## src/rtl/fp32_exp_align.sv

```systemverilog
// Iterative exponent alignment for the fp32 adder: right-shifts the smaller operand's
// significand one bit per cycle until both operands share the larger effective exponent.
module fp32_exp_align (
  input  logic        clock,
  input  logic        reset,
  input  logic        io_in_valid,
  output logic        io_in_ready,
  input  logic [31:0] io_a,
  input  logic [31:0] io_b,
  output logic        io_out_valid,
  input  logic        io_out_ready,
  output logic [23:0] io_sigA,
  output logic [23:0] io_sigB,
  output logic [7:0]  io_exp,
  output logic        io_signA,
  output logic        io_signB,
  output logic        io_sticky
);

  typedef enum logic [1:0] {StIdle, StShift, StDone} state_e;

  state_e      state_q, state_d;
  logic [23:0] sig_a_q, sig_a_d;
  logic [23:0] sig_b_q, sig_b_d;
  logic [7:0]  exp_q, exp_d;
  logic        sign_a_q, sign_a_d;
  logic        sign_b_q, sign_b_d;
  logic        sticky_q, sticky_d;
  logic        shift_a_q, shift_a_d;
  logic [4:0]  cnt_q, cnt_d;

  // Operand decode
  logic [7:0]  raw_exp_a, raw_exp_b;
  logic [7:0]  eff_exp_a, eff_exp_b;
  logic [23:0] in_sig_a, in_sig_b;
  logic        a_smaller;
  logic [7:0]  exp_diff;
  logic [7:0]  exp_max;
  logic        diff_zero;
  logic        diff_large;

  assign raw_exp_a  = io_a[30:23];
  assign raw_exp_b  = io_b[30:23];
  assign eff_exp_a  = (raw_exp_a == 8'd0) ? 8'd1 : raw_exp_a;
  assign eff_exp_b  = (raw_exp_b == 8'd0) ? 8'd1 : raw_exp_b;
  assign in_sig_a   = {raw_exp_a != 8'd0, io_a[22:0]};
  assign in_sig_b   = {raw_exp_b != 8'd0, io_b[22:0]};
  assign a_smaller  = eff_exp_a < eff_exp_b;
  assign exp_diff   = a_smaller ? (eff_exp_b - eff_exp_a) : (eff_exp_a - eff_exp_b);
  assign exp_max    = a_smaller ? eff_exp_b : eff_exp_a;
  assign diff_zero  = exp_diff == 8'd0;
  assign diff_large = exp_diff >= 8'd24;

  // State register and datapath registers
  always_ff @(posedge clock) begin
    if (reset) begin
      state_q   <= StIdle;
      sig_a_q   <= '0;
      sig_b_q   <= '0;
      exp_q     <= '0;
      sign_a_q  <= 1'b0;
      sign_b_q  <= 1'b0;
      sticky_q  <= 1'b0;
      shift_a_q <= 1'b0;
      cnt_q     <= '0;
    end else begin
      state_q   <= state_d;
      sig_a_q   <= sig_a_d;
      sig_b_q   <= sig_b_d;
      exp_q     <= exp_d;
      sign_a_q  <= sign_a_d;
      sign_b_q  <= sign_b_d;
      sticky_q  <= sticky_d;
      shift_a_q <= shift_a_d;
      cnt_q     <= cnt_d;
    end
  end

  // Next-state logic
  always_comb begin
    state_d = state_q;
    case (state_q)
      StIdle: begin
        if (io_in_valid) begin
          state_d = (diff_zero || diff_large) ? StDone : StShift;
        end
      end
      StShift: begin
        if (cnt_q == 5'd1) state_d = StDone;
      end
      StDone: begin
        if (io_out_ready) state_d = StIdle;
      end
      default: state_d = StIdle;
    endcase
  end

  // Datapath next-state: registers move only on the capture edge and on shift edges
  always_comb begin
    sig_a_d   = sig_a_q;
    sig_b_d   = sig_b_q;
    exp_d     = exp_q;
    sign_a_d  = sign_a_q;
    sign_b_d  = sign_b_q;
    sticky_d  = sticky_q;
    shift_a_d = shift_a_q;
    cnt_d     = cnt_q;
    case (state_q)
      StIdle: begin
        if (io_in_valid) begin
          sig_a_d   = in_sig_a;
          sig_b_d   = in_sig_b;
          exp_d     = exp_max;
          sign_a_d  = io_a[31];
          sign_b_d  = io_b[31];
          sticky_d  = 1'b0;
          shift_a_d = a_smaller;
          cnt_d     = exp_diff[4:0];
          // Shift distance covers the whole significand: collapse it in one step
          if (diff_large) begin
            if (a_smaller) begin
              sig_a_d  = '0;
              sticky_d = |in_sig_a;
            end else begin
              sig_b_d  = '0;
              sticky_d = |in_sig_b;
            end
          end
        end
      end
      StShift: begin
        if (shift_a_q) begin
          sig_a_d  = {1'b0, sig_a_q[23:1]};
          sticky_d = sticky_q | sig_a_q[0];
        end else begin
          sig_b_d  = {1'b0, sig_b_q[23:1]};
          sticky_d = sticky_q | sig_b_q[0];
        end
        cnt_d = cnt_q - 5'd1;
      end
      default: ;
    endcase
  end

  // Output logic
  always_comb begin
    io_in_ready  = (state_q == StIdle);
    io_out_valid = (state_q == StDone);
  end

  assign io_sigA   = sig_a_q;
  assign io_sigB   = sig_b_q;
  assign io_exp    = exp_q;
  assign io_signA  = sign_a_q;
  assign io_signB  = sign_b_q;
  assign io_sticky = sticky_q;

  // The shift counter is never zero while shifting; zero would wrap to 31 extra shifts
  shift_cnt_nonzero: assert property (@(posedge clock) disable iff (reset)
    (state_q == StShift) |-> (cnt_q != 5'd0));

  valid_held_under_backpressure: assert property (@(posedge clock) disable iff (reset)
    (io_out_valid && !io_out_ready) |=> io_out_valid);

endmodule

```

## config.mk

```make
export PLATFORM = sky130hd
export DESIGN_NAME = fp32_exp_align
export DESIGN_NICKNAME = d
export VERILOG_FILES = /design/src/rtl/fp32_exp_align.sv
export SDC_FILE = /design/constraint.sdc
export NUM_CORES = 1
export LEC_CHECK = 0
export ABC_AREA = 1
export ABC_CLOCK_PERIOD_IN_PS = 3650
export CORE_MARGIN = 2
export CORE_UTILIZATION = 40
export DETAILED_ROUTE_END_ITERATION = 12
export HOLD_SLACK_MARGIN = 0.08
export PLACE_DENSITY = 0.74
export SYNTH_ARGS = -nofsm -noshare
export SYNTH_HDL_FRONTEND = slang
export SYNTH_SLANG_ARGS = --single-unit
```

## constraint.sdc

```tcl
create_clock -name clock -period 3.65 [get_ports clock]
set_input_delay 0.9125 -clock clock [delete_from_list [all_inputs] [get_ports clock]]
set_output_delay 0.9125 -clock clock [all_outputs]
set_load 0.05 [all_outputs]
```

==> results of run 1 <==
final cells by class:
type                            count  area share, %
Multi-Input combinational cell    498           42.5
Timing Repair Buffer              182           26.1
Sequential cell                    67           19.4
Inverter                           96           5.24
Clock buffer                       11           3.52
Tap cell                          147           2.66
Clock inverter                      5          0.544
critical path: cells and delay by family:
family          cells  cell delay, ps
fa+ha+maj           2             590
buf+inv             5             900
simple gates       12            1170
compound gates      2             190
power by group through the flow:
stage | Combinational (mW) | Clock (mW) | Sequential (mW)
global placement | 2.91 | 0 | 1.20
floorplan | 1.41 | 0 | 1.94
CTS | 2.94 | 0.828 | 1.19
global route | 3.25 | 0.864 | 1.23
finish | 3.02 | 0.815 | 1.19
detailed placement | 2.93 | 0 | 1.20
synthesized netlist by cell type (all sizes together):
cell type	instances	area, sq um
nand2	152	723
o21a	1	7.51
o31ai	1	7.51
nand3b	1	11.3
a21oi	117	754
xor2	2	17.5
nor4	13	81.3
clkbuf	36	236
a211oi	1	7.51
nor3	6	30.0
o21ai	59	299
clkinv	1	5.00
xnor2	6	52.6
nor2	80	328
a21o	1	7.51
buf	11	125
a31oi	2	12.5
dfxtp	67	1340
nand4	5	31.3
and2	2	12.5
ha	19	238
or2	1	6.26
fa	2	40.0
inv	95	357
dlygate4sd1	2	17.5
nand3	19	113
o211ai	8	60.1
state kept, by name, indices dropped and copies added (netlist names):
signal,cells
io_sigA,24
io_sigB,24
io_exp,8
cnt_q,5
state_q,2
io_signA,1
io_signB,1
io_sticky,1
shift_a_q,1
kinds of logic after synthesis:
logic type | share of synthesized area (%)
AND/OR/NAND/NOR | 27.1
AO/OA/AOI/OAI | 23.5
buffers and inverters | 15.0
flip-flops | 27.2
adder cells (fa/ha/maj) | 5.64
XOR/XNOR | 1.42
layer usage:
layer  global-route usage (%)  up-vias
met3                     3.85       12
met5                        0        -
met1                     27.2     2272
li1                         -     2571
met2                     32.2      149
met4                     4.50        0
how the worst min path moves through the flow:
| stage | end | cells after the start | start | slack [ps] |
|---|---|---|---|---|
| CTS | io_exp[1]$_SDFFE_PP0P_ | 2 | io_exp[1]$_SDFFE_PP0P_ | 470 |
| global route | io_exp[1]$_SDFFE_PP0P_ | 2 | io_exp[1]$_SDFFE_PP0P_ | 490 |
| finish | io_exp[1]$_SDFFE_PP0P_ | 2 | io_exp[1]$_SDFFE_PP0P_ | 470 |
| floorplan | cnt_q[1]$_SDFFE_PP0P_ | 2 | cnt_q[1]$_SDFFE_PP0P_ | 460 |
| detailed placement | io_exp[1]$_SDFFE_PP0P_ | 2 | io_exp[1]$_SDFFE_PP0P_ | 460 |
| global placement | io_exp[1]$_SDFFE_PP0P_ | 2 | io_exp[1]$_SDFFE_PP0P_ | 450 |
timing repair:
| action | in CTS | in global routing |
|---|---|---|
| setup buffers | 0 | 1 |
| gates resized for setup | 0 | 33 |
| endpoints found under the hold margin | 0 | 0 |
| endpoints found under the setup margin | 0 | 52 |
through the flow:
step | hold slack, ps | std cells | area (sq um) | utilization [%]
after floorplan | 464 | 710 | 4920 | -
after global placement | 454 | 986 | 6430 | 53.6
after detailed placement | 458 | 986 | 6430 | 53.6
after CTS | 467 | 1002 | 6710 | 55.9
after global routing | 491 | 1006 | 6900 | 57.5
final | 474 | 1006 | 6900 | 57.5
==> impl_metrics.env, run 1 <==
export IMPL_status="complete, no violations"
export IMPL_power_frac_comb_pct=60.0
export IMPL_seq_area_sq_um=1340
export IMPL_multi_input_area_sq_um=2930
export IMPL_syn_inst=710
export IMPL_cellPowerDensity_nw_per_um2=728
export IMPL_finClkSkew_ps=6.99
export IMPL_cts_root_buf="clkbuf_16"
export IMPL_track_usage_pct=19.8
export IMPL_syn_avg_cell_area_sq_um=6.93
export IMPL_syn_num_nets=799
export IMPL_slowest_delay_ps=490
export IMPL_endpoint_kind="flip-flop"
export IMPL_m1WireLength_mm=6.41
export IMPL_drc=0
export IMPL_tightest_slew_ps=1050
export IMPL_coreArea_sq_um=12000
export IMPL_cts_clk_slew_worst_paths_ps=60
export IMPL_timing_rr_start="state_q[1]$_SDFFE_PP0P_"
export IMPL_drive_gt1_share_pct=23.2
export IMPL_totalWireLength_mm=13.6
export IMPL_max_clock_path_buffers=2
export IMPL_numPortBuffers=128
export IMPL_dp_hpwl_mm=9.70
export IMPL_ys_seq_area_share_pct=27.2
export IMPL_timing_critical_path_to="io_sigA[4]$_SDFFE_PP0P_"
export IMPL_finalCritPeriodShare_pct=96.0
export IMPL_final_antenna_net_count=0
export IMPL_r2r_slack_ps=1040
export IMPL_layout_common_cells="122 x clkdlybuf4s50_1, 94 x nand2_1, 93 x inv_1"
export IMPL_reg2reg_to="io_sigB[3]$_SDFFE_PP0P_"
export IMPL_start_kind="primary input"
export IMPL_vias=5004
export IMPL_path_class="in -> reg"
export IMPL_ios=129
export IMPL_setup_tns_ps=0
export IMPL_dr_max_layer_used="met4"
export IMPL_layout_commonest_cell="clkdlybuf4s50_1"
export IMPL_timing_critical_path_from="io_a[27]"
export IMPL_timing_hold_violations_final=0
export IMPL_clk_latency_ps=320
export IMPL_p_clk_share_pct=16.2
export IMPL_dr_wl_met3_microns=712
export IMPL_finalWeightedCongestion=0.857
export IMPL_antenna_found_initial=0
export IMPL_yosys_warnings=0
export IMPL_cts_made_buffers=9
export IMPL_slew_headroom_pct=30.3
export IMPL_syn2layout_area_growth_pct=40.2
export IMPL_detail_route_vias_per_cell=4.97
export IMPL_path_cells="clkdlybuf4s50_1 -> inv_1 -> nand3_1 -> nor2_2 -> nor2_2 -> buf_4 -> inv_1 -> ha_1 -> fa_2 -> nor2_4 -> o21ai_1 -> nand3_1 -> nand2_1 -> nand2_2 -> nand2_2 -> nor2_4 -> nand3_4 -> nand2_8 -> clkbuf_16 -> nand2_2 -> a21oi_2"
export IMPL_drt_pass1_iterations=5
export IMPL_p_leak_nw=3.08
export IMPL_place_ws_ps=-332
export IMPL_ir_worst_vdd_v=0.000357
export IMPL_antenna_cells=0
export IMPL_drt_iter0_drc=459
export IMPL_drv_slew=0
export IMPL_yosys_register_bits=67
export IMPL_worst_ep_required_time_ps=3910
export IMPL_grt_overflow_total=0
export IMPL_dieArea_sq_um=13200
export IMPL_rows=40
export IMPL_grt_pass1_vias=4583
export IMPL_path_max_fanout=7
export IMPL_path_common_cell="nand2_2"
export IMPL_min_path_type="reg -> reg"
export IMPL_nNetsFinal=943
export IMPL_grt_start_max_net_pins=76
export IMPL_arrival_ps=3760
export IMPL_routedWlPerCell_microns=13.6
export IMPL_grt_pass1_wl_mm=21.6
export IMPL_seq_power_share_pct=23.8
export IMPL_cp_slowest_cell="clkdlybuf4s50_1"
export IMPL_worst_slack_ps=147
export IMPL_min_period_ps=3500
export IMPL_netlist_area_sq_um=4920
export IMPL_yosysUniqueCellTypes=44
export IMPL_die_y_microns=115
export IMPL_die_width_microns=115
export IMPL_drv_cap=0
export IMPL_switching_share_pct=50.0
export IMPL_wl_met2_mm=6.38
export IMPL_start_util_pct=41.0
export IMPL_ff2ff_path_depth=7
export IMPL_max_freq_mhz=285
export IMPL_finalPower_mw=5.03
export IMPL_finalSetupViolations=0
export IMPL_fill_cells=1123
export IMPL_p_switching_mw=2.51
export IMPL_p_int_mw=2.51
export IMPL_h_tree_depth=3
export IMPL_cts_hold_buf=0
export IMPL_numClockSinks=67
export IMPL_cts_tree="built"
Power figures use the tool's default switching activity.
==> run 2, diff against run 1 <==
--- a/config.mk
+++ b/config.mk
@@ -7,9 +7,10 @@
 export LEC_CHECK = 0
 export ABC_AREA = 1
 export ABC_CLOCK_PERIOD_IN_PS = 3650
-export CORE_MARGIN = 2
+export CORE_MARGIN = 5
 export CORE_UTILIZATION = 40
 export DETAILED_ROUTE_END_ITERATION = 12
+export GPL_TIMING_DRIVEN = 0
 export HOLD_SLACK_MARGIN = 0.08
 export PLACE_DENSITY = 0.74
 export SYNTH_ARGS = -nofsm -noshare
==> run 2 against run 1 <==
Net effect: cell count is 2.1% higher; largest power group unchanged; die area is 11% higher; highest routed layer unchanged; sequential share of layout area hardly changed.
==> impl_metrics.env, run 2 (same netlist as run 1, synthesis figures left out) <==
export IMPL_status="complete, no violations"
export IMPL_die_width_microns=121
export IMPL_p_leak_nw=3.01
export IMPL_setup_tns_ps=0
export IMPL_coreArea_sq_um=12100
export IMPL_endpoint_kind="flip-flop"
export IMPL_grt_pass1_vias=4790
export IMPL_max_freq_mhz=283
export IMPL_routedWlPerCell_microns=14.1
export IMPL_drt_iter0_drc=399
export IMPL_tightest_slew_ps=581
export IMPL_max_clock_path_buffers=2
export IMPL_min_path_type="reg -> reg"
export IMPL_drc=0
export IMPL_r2r_slack_ps=1470
export IMPL_layout_commonest_cell="clkdlybuf4s50_1"
export IMPL_post_dp_cell_area_sq_um=6410
export IMPL_layout_common_cells="119 x clkdlybuf4s50_1, 93 x nand2_1, 90 x inv_1"
export IMPL_die_y_microns=121
export IMPL_cts_tree="built"
export IMPL_drt_pass1_iterations=5
export IMPL_dieArea_sq_um=14600
export IMPL_start_util_pct=40.8
export IMPL_finalPower_mw=5.18
export IMPL_slew_headroom_pct=61.2
export IMPL_h_tree_depth=3
export IMPL_finalWeightedCongestion=0.893
export IMPL_cts_made_buffers=9
export IMPL_syn2layout_area_growth_pct=40.2
export IMPL_arrival_ps=3810
export IMPL_start_kind="primary input"
export IMPL_grt_start_max_net_pins=13
export IMPL_timing_hold_violations_final=0
export IMPL_min_period_ps=3540
export IMPL_rows=40
export IMPL_finClkSkew_ps=6.29
export IMPL_ir_worst_vdd_v=0.000348
export IMPL_drv_cap=0
export IMPL_stdcell_area_sq_um=6900
export IMPL_drv_slew=0
export IMPL_drive_gt1_share_pct=19.8
export IMPL_finalSetupViolations=0
export IMPL_totalWireLength_mm=14.5
export IMPL_ios=129
export IMPL_vias=5000
export IMPL_cts_clk_slew_worst_paths_ps=60
export IMPL_track_usage_pct=19.2
export IMPL_cts_hold_buf=0
export IMPL_grt_pass1_wl_mm=23.2
export IMPL_numPortBuffers=128
export IMPL_cts_root_buf="clkbuf_16"
export IMPL_detail_route_vias_per_cell=4.87
export IMPL_final_antenna_net_count=0
export IMPL_numClockSinks=67
export IMPL_path_max_fanout=8
export IMPL_utilization_pct=57.2
export IMPL_antenna_cells=0
export IMPL_path_class="in -> reg"
export IMPL_clk_latency_ps=330
export IMPL_dp_hpwl_mm=11.0
export IMPL_worst_ep_required_time_ps=3920
export IMPL_grt_overflow_total=0
export IMPL_cellPowerDensity_nw_per_um2=750
export IMPL_nNetsFinal=943
export IMPL_finalCritPeriodShare_pct=96.9
export IMPL_antenna_found_initial=0
[run 2: cell types whose count changed in the layout (fill, tap and decap cells not counted), moves of 4 or more]
cell,before,now
nor2_2,7,3
clkbuf_1,1,25
clkbuf_8,1,11
dlygate4sd2_1,0,5
buf_4,47,5
[run 2: critical path: stages]
cell	delay (ps)
clkdlybuf4s50_1	460
nor2_1	170
nand3_2	110
nor2_4	120
nor2_4	50
ha_2	180
fa_2	390
nand3b_4	170
nand2_4	80
nand2_2	70
nand2_2	80
nand2_4	80
nand2_1	80
nand2_1	80
nor2_4	110
nand3_4	160
nand2_8	170
clkbuf_16	170
nand2_2	50
a21oi_2	110
[run 2: metal layers]
metal  GRT usage (%)  wire, microns  vias up
li1                -              -     2577
met1            25.4           6550     2250
met2            30.4           6620      156
met3            5.64           1140       17
met4            5.59            204        0
met5               0              0        -
[run 2: per-stage QoR]
step	hold slack [ps]	setup WS, ps	cells
2_1_floorplan	464	300	710
3_3_place_gp	458	-657	1006
3_5_place_dp	459	-698	1006
4_1_cts	469	2.58	1022
5_1_grt	490	-14.8	1027
6_report	468	112	1027
[run 2: report_power, final]
| group | switching, mW | internal, mW | leakage (nW) |
|---|---|---|---|
| Sequential | 0.201 | 0.994 | 0.554 |
| Clock | 0.339 | 0.547 | 0.145 |
| Combinational | 2.02 | 1.08 | 2.31 |
[run 2: repair_timing]
item                                   4_1_cts  5_1_grt
gates cloned                                 0        2
endpoints found under the hold margin        0        0
buffers inserted                             0        3
gates resized for setup                     16       21
pin swaps                                    2        7
setup endpoints to repair                   60       59
[run 2: final cells by class]
cell class,count,area (sq um)
Fill cell,1146,5160
Multi-Input combinational cell,498,2950
Timing Repair Buffer,133,1360
Sequential cell,67,1340
Buffer,49,379
Inverter,96,364
Clock buffer,10,239
Tap cell,168,210
Clock inverter,6,63.8
[run 2: worst paths after layout]
check | to | from | cells after the start
setup / recovery | io_sigB[19]$_SDFFE_PP0P_ | io_a[24] | 20
hold / removal | io_exp[7]$_SDFFE_PP0P_ | io_exp[7]$_SDFFE_PP0P_ | 2
setup reg to reg | io_sigA[12]$_SDFFE_PP0P_ | state_q[0]$_SDFFE_PP0P_ | 9
hold reg to reg | io_exp[7]$_SDFFE_PP0P_ | io_exp[7]$_SDFFE_PP0P_ | 2
